## src/rtl/mc8051_mem_responder_pkg.sv

```systemverilog
// mc8051_mem_responder_pkg: FSM state encodings, access-type codes and strobe decode helpers.
`default_nettype none

package mc8051_mem_responder_pkg;

  typedef enum logic [2:0] {
    MR_IDLE  = 3'd0,
    MR_ISSUE = 3'd1,
    MR_LAT   = 3'd2,
    MR_WAIT  = 3'd3,
    MR_HOLD  = 3'd4
  } mr_state_t;

  typedef enum logic [1:0] {
    ACC_NONE = 2'd0,
    ACC_CODE = 2'd1,
    ACC_XRD  = 2'd2,
    ACC_XWR  = 2'd3
  } acc_t;

  // Priority psen > rd > we
  function automatic acc_t decode_acc(input logic psen_n, input logic rd_n, input logic we_n);
    if (!psen_n)    return ACC_CODE;
    else if (!rd_n) return ACC_XRD;
    else if (!we_n) return ACC_XWR;
    else            return ACC_NONE;
  endfunction

  function automatic logic multi_strobe(input logic psen_n, input logic rd_n, input logic we_n);
    return (!psen_n && !rd_n) || (!psen_n && !we_n) || (!rd_n && !we_n);
  endfunction

endpackage

`default_nettype wire

```

## src/rtl/mc8051_mem_responder_if.sv

```systemverilog
// mc8051_mem_responder_if: naive memory bus between the core's BIU (master) and the responder (slave).
`default_nettype none

interface mc8051_mem_responder_if;
  logic        mem_we_n;
  logic        mem_rd_n;
  logic        mem_psen_n;
  logic [15:0] mem_addr;
  logic [7:0]  mem_wdata;
  logic        mem_data_rdy;
  logic [7:0]  mem_rdata;

  modport master (
    output mem_we_n, mem_rd_n, mem_psen_n, mem_addr, mem_wdata,
    input  mem_data_rdy, mem_rdata
  );

  modport slave (
    input  mem_we_n, mem_rd_n, mem_psen_n, mem_addr, mem_wdata,
    output mem_data_rdy, mem_rdata
  );
endinterface

`default_nettype wire

```

## src/rtl/mc8051_mem_wait_cnt.sv

```systemverilog
// mc8051_mem_wait_cnt: 4-bit loadable down-counter; o_done flags the last wait cycle (count == 1).
`default_nettype none

module mc8051_mem_wait_cnt (
  input  wire logic       clk,
  input  wire logic       reset_n,
  input  wire logic       i_load,
  input  wire logic [3:0] i_load_val,
  output logic            o_done
);

  logic [3:0] r_cnt;

  always_ff @(posedge clk or negedge reset_n) begin
    if (!reset_n)
      r_cnt <= 4'd0;
    else if (i_load)
      r_cnt <= i_load_val;
    else if (r_cnt != 4'd0)
      r_cnt <= r_cnt - 4'd1;
  end

  assign o_done = (r_cnt == 4'd1);

endmodule

`default_nettype wire

```

## src/rtl/mc8051_mem_responder.sv

```systemverilog
// mc8051_mem_responder: answers BIU psen/rd/we strobes, routes them to code-ROM or XRAM ports
// with programmable wait states, and returns registered read data with a level ready.
`default_nettype none

module mc8051_mem_responder
  import mc8051_mem_responder_pkg::*;
#(
  parameter int CODE_AW   = 16,
  parameter int XRAM_AW   = 11,
  parameter int CODE_WAIT = 0,
  parameter int XRAM_WAIT = 1
) (
  input  wire logic                clk,
  input  wire logic                reset_n,
  mc8051_mem_responder_if.slave    mem,
  output logic                     code_en,
  output logic [CODE_AW-1:0]       code_addr,
  input  wire logic [7:0]          code_rdata,
  output logic                     xram_en,
  output logic                     xram_we,
  output logic [XRAM_AW-1:0]       xram_addr,
  output logic [7:0]               xram_wdata,
  input  wire logic [7:0]          xram_rdata,
  output logic                     o_proto_err
);

  localparam logic [3:0] CODE_WAIT_4 = 4'(CODE_WAIT);
  localparam logic [3:0] XRAM_WAIT_4 = 4'(XRAM_WAIT);

  mr_state_t   r_state, w_nxt_state;
  acc_t        r_type, w_acc;
  logic [15:0] r_addr;
  logic [7:0]  r_wdata, r_rdata;
  logic        r_rdy, r_code_en, r_xram_en, r_xram_we, r_proto_err;

  logic        w_any, w_latch, w_capture, w_cnt_load, w_cnt_done;
  logic        w_nxt_rdy, w_nxt_code_en, w_nxt_xram_en, w_nxt_xram_we;
  logic [3:0]  w_wait;

  assign w_acc  = decode_acc(mem.mem_psen_n, mem.mem_rd_n, mem.mem_we_n);
  assign w_any  = (w_acc != ACC_NONE);
  assign w_wait = (r_type == ACC_CODE) ? CODE_WAIT_4 : XRAM_WAIT_4;

  mc8051_mem_wait_cnt u_wait_cnt (
    .clk        (clk),
    .reset_n    (reset_n),
    .i_load     (w_cnt_load),
    .i_load_val (w_wait),
    .o_done     (w_cnt_done)
  );

  always_comb begin
    w_nxt_state   = r_state;
    w_nxt_rdy     = r_rdy;
    w_nxt_code_en = 1'b0;
    w_nxt_xram_en = 1'b0;
    w_nxt_xram_we = 1'b0;
    w_latch       = 1'b0;
    w_capture     = 1'b0;
    w_cnt_load    = 1'b0;
    case (r_state)
      MR_IDLE: begin
        if (w_any) begin
          w_latch     = 1'b1;
          w_nxt_state = MR_ISSUE;
        end
      end
      MR_ISSUE: begin
        w_nxt_state = w_any ? MR_LAT : MR_IDLE;
      end
      MR_LAT: begin
        if (!w_any) begin
          w_nxt_state = MR_IDLE;
        end else if (w_wait != 4'd0) begin
          w_cnt_load  = 1'b1;
          w_nxt_state = MR_WAIT;
        end else begin
          w_capture   = 1'b1;
          w_nxt_rdy   = 1'b1;
          w_nxt_state = MR_HOLD;
        end
      end
      MR_WAIT: begin
        if (!w_any) begin
          w_nxt_state = MR_IDLE;
        end else if (w_cnt_done) begin
          w_capture   = 1'b1;
          w_nxt_rdy   = 1'b1;
          w_nxt_state = MR_HOLD;
        end
      end
      MR_HOLD: begin
        if (!w_any) begin
          w_nxt_rdy   = 1'b0;
          w_nxt_state = MR_IDLE;
        end else if ((mem.mem_addr != r_addr) || (w_acc != r_type)) begin
          // BIU moved to its next phase without releasing the strobes
          w_latch     = 1'b1;
          w_nxt_rdy   = 1'b0;
          w_nxt_state = MR_ISSUE;
        end
      end
      default: begin
        w_nxt_rdy   = 1'b0;
        w_nxt_state = MR_IDLE;
      end
    endcase
    if (w_latch) begin
      w_nxt_code_en = (w_acc == ACC_CODE);
      w_nxt_xram_en = (w_acc == ACC_XRD) || (w_acc == ACC_XWR);
      w_nxt_xram_we = (w_acc == ACC_XWR);
    end
  end

  always_ff @(posedge clk or negedge reset_n) begin
    if (!reset_n) begin
      r_state     <= MR_IDLE;
      r_type      <= ACC_NONE;
      r_addr      <= 16'h0000;
      r_wdata     <= 8'hFF;
      r_rdata     <= 8'hFF;
      r_rdy       <= 1'b0;
      r_code_en   <= 1'b0;
      r_xram_en   <= 1'b0;
      r_xram_we   <= 1'b0;
      r_proto_err <= 1'b0;
    end else begin
      r_state   <= w_nxt_state;
      r_rdy     <= w_nxt_rdy;
      r_code_en <= w_nxt_code_en;
      r_xram_en <= w_nxt_xram_en;
      r_xram_we <= w_nxt_xram_we;
      if (w_latch) begin
        r_addr  <= mem.mem_addr;
        r_type  <= w_acc;
        r_wdata <= mem.mem_wdata;
      end
      if (w_capture && (r_type != ACC_XWR))
        r_rdata <= (r_type == ACC_CODE) ? code_rdata : xram_rdata;
      if (multi_strobe(mem.mem_psen_n, mem.mem_rd_n, mem.mem_we_n))
        r_proto_err <= 1'b1;
    end
  end

  assign mem.mem_data_rdy = r_rdy;
  assign mem.mem_rdata    = r_rdata;
  assign code_en          = r_code_en;
  assign code_addr        = r_addr[CODE_AW-1:0];
  assign xram_en          = r_xram_en;
  assign xram_we          = r_xram_we;
  assign xram_addr        = r_addr[XRAM_AW-1:0];
  assign xram_wdata       = r_wdata;
  assign o_proto_err      = r_proto_err;

endmodule

`default_nettype wire
```

## src/flat_wrapper.sv

```systemverilog
// flat-port wrapper written by rule: the top's interface ports become plain ports
module mc8051_mem_responder_flat import mc8051_mem_responder_pkg::*;
#(
  parameter int CODE_AW   = 16,
  parameter int XRAM_AW   = 11,
  parameter int CODE_WAIT = 0,
  parameter int XRAM_WAIT = 1
)
  (clk, reset_n, code_en, code_addr, code_rdata, xram_en, xram_we, xram_addr, xram_wdata, xram_rdata, o_proto_err, mem_mem_we_n, mem_mem_rd_n, mem_mem_psen_n, mem_mem_addr, mem_mem_wdata, mem_mem_data_rdy, mem_mem_rdata);
  mc8051_mem_responder_if mem_i ();
  input  wire logic clk;
  input  wire logic reset_n;
  output logic code_en;
  output logic [CODE_AW-1:0] code_addr;
  input  wire logic [7:0] code_rdata;
  output logic xram_en;
  output logic xram_we;
  output logic [XRAM_AW-1:0] xram_addr;
  output logic [7:0] xram_wdata;
  input  wire logic [7:0] xram_rdata;
  output logic o_proto_err;
  input wire logic [$bits(mem_i.mem_we_n)-1:0] mem_mem_we_n;
  input wire logic [$bits(mem_i.mem_rd_n)-1:0] mem_mem_rd_n;
  input wire logic [$bits(mem_i.mem_psen_n)-1:0] mem_mem_psen_n;
  input wire logic [$bits(mem_i.mem_addr)-1:0] mem_mem_addr;
  input wire logic [$bits(mem_i.mem_wdata)-1:0] mem_mem_wdata;
  output wire logic [$bits(mem_i.mem_data_rdy)-1:0] mem_mem_data_rdy;
  output wire logic [$bits(mem_i.mem_rdata)-1:0] mem_mem_rdata;
  assign mem_i.mem_we_n = mem_mem_we_n;
  assign mem_i.mem_rd_n = mem_mem_rd_n;
  assign mem_i.mem_psen_n = mem_mem_psen_n;
  assign mem_i.mem_addr = mem_mem_addr;
  assign mem_i.mem_wdata = mem_mem_wdata;
  assign mem_mem_data_rdy = mem_i.mem_data_rdy;
  assign mem_mem_rdata = mem_i.mem_rdata;
  mc8051_mem_responder #(.CODE_AW(CODE_AW), .XRAM_AW(XRAM_AW), .CODE_WAIT(CODE_WAIT), .XRAM_WAIT(XRAM_WAIT)) u_core (.clk(clk), .reset_n(reset_n), .mem(mem_i), .code_en(code_en), .code_addr(code_addr), .code_rdata(code_rdata), .xram_en(xram_en), .xram_we(xram_we), .xram_addr(xram_addr), .xram_wdata(xram_wdata), .xram_rdata(xram_rdata), .o_proto_err(o_proto_err));
endmodule
```

## config.mk

```make
export PLATFORM = sky130hd
export DESIGN_NAME = mc8051_mem_responder_flat
export DESIGN_NICKNAME = d
export VERILOG_FILES = /design/src/rtl/mc8051_mem_responder_pkg.sv /design/src/rtl/mc8051_mem_responder_if.sv /design/src/rtl/mc8051_mem_wait_cnt.sv /design/src/rtl/mc8051_mem_responder.sv /design/src/flat_wrapper.sv
export SDC_FILE = /design/constraint.sdc
export NUM_CORES = 1
export LEC_CHECK = 0
export CORE_AREA = 5 5 84 86
export DETAILED_ROUTE_END_ITERATION = 8
export DIE_AREA = 0 0 89 91
export PLACE_DENSITY = 0.76
export SLEW_MARGIN = 10
export SYNTH_ARGS = -nofsm -noshare
export SYNTH_HDL_FRONTEND = slang
export SYNTH_SLANG_ARGS = --single-unit
export TNS_END_PERCENT = 5
```

## constraint.sdc

```tcl
create_clock -name clk -period 2 [get_ports clk]
set_input_delay 0.3 -clock clk [delete_from_list [all_inputs] [get_ports clk]]
set_output_delay 0.3 -clock clk [all_outputs]
set_load 0.01 [all_outputs]
```

==> flow_summary.json <==
{
  "worstPathArrival_ns": 2.15,
  "power_density_nw_per_um2": 1580,
  "netlist.area_leader.share": 0.311,
  "finalSetupTns_ns": 0,
  "hpwl_um": 4190,
  "synth-adder-area-share": 0.0156,
  "hold_violations": 0,
  "num_antenna_cells": 0,
  "crit_type": "in2reg",
  "synth_xor_area_frac": 0.0618,
  "root_buffer": "clkbuf_8",
  "drt_iter0_markers": 43,
  "grt_max_degree": 47,
  "synth_ff_type": "dfrtp_1",
  "grt_pass1_wl_um": 8620,
  "final_cell_area_um2": 3560,
  "synthMuxAreaShare": 0.209,
  "fillers": 561,
  "tightest_slew_ns": 0.588,
  "multi_input_area_um2": 1100,
  "syn-cell-area_um2": 2410,
  "syn_avg_cell_area_um2": 12.6,
  "die_y_um": 91,
  "max_slew_margin": 0.608,
  "critPathRequiredTime_ns": 2.19,
  "synth_compound_area_frac": 0.0612,
  "io_pins": 93,
  "cts_tree": "done",
  "wl_per_cell_um": 14.7,
  "layout-drive-gt1-share": 0.304,
  "yosysMostFrequentCell": "dfrtp_1",
  "critPathSlowestCell": "clkdlybuf4s50_1",
  "synthSimpleGateAreaFrac": 0.106,
  "gp_congestion": 0.833,
  "report.final.slew_viol_count": 0,
  "vias": 1762,
  "antenna_found_initial": 0,
  "crit_path_max_incr_delay_ns": 0.49,
  "fin_crit_ns": 1.96,
  "dieArea_um2": 8100,
  "cts_buffers": 5,
  "synth_top_family_by_area": "multiplexers",
  "drt_wl_total_um": 5450,
  "cp_max_fo": 11,
  "syn-num-nets": 240,
  "ys_seq_elements": 46,
  "p_leak_nw": 1.48,
  "area_growth_pct": 47.8,
  "grt_pass1_vias": 1820,
  "synthArstFlopShare": 1.00,
  "grtUsageTotal": 0.137,
  "ir_worst_vdd_uv": 808,
  "synth_seq_area_share": 0.486,
  "post_cts_resize_count": 0,
  "ant_nets": 0,
  "port_buffers": 92,
  "rsz0062_at_grt": "yes",
  "rows": 29,
  "drc": 0,
  "die_w_um": 89,
  "start_util": 0.389,
  "clock_skew_ns": 0.00333,
  "layout.nets": 340,
  "final_util": 0.575,
  "fp.coreArea_um2": 6200,
  "post_drt_via_cell_ratio": 4.76,
  "cts_setup_buffers": 0,
  "finalCritPeriodShare": 0.981,
  "hold_class": "in2async",
  "crit_chain": "clkdlybuf4s50_1 > and3_1 > or3_1 > a31oi_4 > buf_12 > mux2_2",
  "synth_edf_count": 0,
  "path_clk_slew_ns": 0.09,
  "ys_types": 44,
  "finalSetupViolCount": 0,
  "place_area_um2": 3440,
  "htreeDepth": 2,
  "synth_cells": 192,
  "max_freq_mhz": 510,
  "synth_common_cells": "dfrtp_1 (30), mux2_2 (23), dfstp_2 (16)",
  "cts.sinks": 46,
  "overflow": 0,
  "cp-end-kind": "flip-flop",
  "ys_top_cells_by_area": "dfrtp_1 (31%), dfstp_2 (17%), mux2_2 (11%)",
  "yosysWarnings": 0,
  "first_pass_iters": 4,
  "cts_buffer_depth": 2,
  "yosysTopAreaCell": "dfrtp_1",
  "clock_latency_ns": 0.30,
  "drv_cap": 0,
  "regArea_um2": 1170,
  "critPathLaunchType": "primary input",
  "cts_hold_buf": 0,
  "status": "completed"
}
## stage by stage
| step | std cells | setup slack [ns] | hold slack [ns] | total power, mW |
|---|---|---|---|---|
| finish | 370 | 0.0379 | 0.0768 | 5.62 |
| floorplan | 192 | 0.106 | 0.00441 | 3.68 |
| detailed placement | 362 | -0.288 | 0.431 | 4.97 |
| global route | 370 | -0.00704 | 0.130 | 6.00 |
| global placement | 362 | -0.248 | 0.427 | 4.89 |
| CTS | 370 | 0.0205 | 0.0999 | 5.70 |
## critical path: cells and delay by family
family,cells,cell delay (ns)
AOI/OAI and AO/OA,1,0.24
muxes,1,0.33
buffers and inverters,2,0.67
and+or+nand+nor,2,0.59
## final timing paths
kind | startpoint | end | depth (start not counted) | slack (ns)
worst max register to register | u_core.code_addr[9] | u_core.code_addr[15] | 6 | 0.17
worst min register to register | u_core.o_proto_err | u_core.o_proto_err | 1 | 0.47
worst max-delay path | mem_mem_rd_n | u_core.code_addr[6] | 6 | 0.04
min in group clk | mem_mem_we_n | u_core.o_proto_err | 3 | 0.42
max in group asynchronous | reset_n | u_core.u_wait_cnt.r_cnt[2] | 2 | 1.52
worst min-delay path | reset_n | u_core.code_addr[1] | 2 | 0.08
## power by group
group	total [mW]	internal [mW]	switching, mW
Combinational	3.05	1.90	1.15
Sequential	1.87	1.50	0.375
Clock	0.698	0.372	0.326
Total	5.62	3.77	1.85
## sequential cells by signal, indices dropped and copies added, names as in the netlist
signal	flops
u_core.xram_wdata	8
u_core.code_addr	16
u_core.xram_we	1
u_core.o_proto_err	1
u_core.mem.mem_rdata	8
u_core.xram_en	1
u_core.mem.mem_data_rdy	1
u_core.r_type	2
u_core.code_en	1
u_core.u_wait_cnt.r_cnt	4
u_core.r_state	3
## routing by layer
layer / vias to the layer above / wire (um) / track usage / share of wire
met4: 0 / 72 / 0.0372 / 0.013
met1: 844 / 2180 / 0.163 / 0.40
met3: 7 / 395 / 0.0407 / 0.073
met2: 56 / 2800 / 0.236 / 0.51
met5: - / 0 / 0 / 0
li1: 855 / - / - / -
## cell type report
cell class | instances | share of cell area
clock buffer | 5 | 0.0193
clock inverter | 3 | 0.0126
inverter | 5 | 0.00527
multi-input combinational | 125 | 0.308
sequential | 46 | 0.329
tap | 77 | 0.0270
timing repair buffer | 109 | 0.299
## placed cells by master, fill, tap and decap left out, types with 4 or more instances in the layout
cell type	count
inv_1	5
nor3_1	4
dfstp_2	16
clkbuf_8	5
mux2_4	15
nand2_1	13
nor2b_1	4
buf_4	14
xnor2_1	14
mux2_2	23
dfrtp_1	30
nor2_1	8
clkdlybuf4s50_1	90
## cells by family (layout without fill, tap and decap cells)
kind of cell             Yosys count  in the layout
buffers and inverters             21            122
AND/OR/NAND/NOR                   47             47
adder cells (fa/ha/maj)            3              3
AO/OA/AOI/OAI                     18             18
multiplexers                      40             40
XOR/XNOR                          17             17
flip-flops                        46             46
Power figures use the tool's default switching activity.
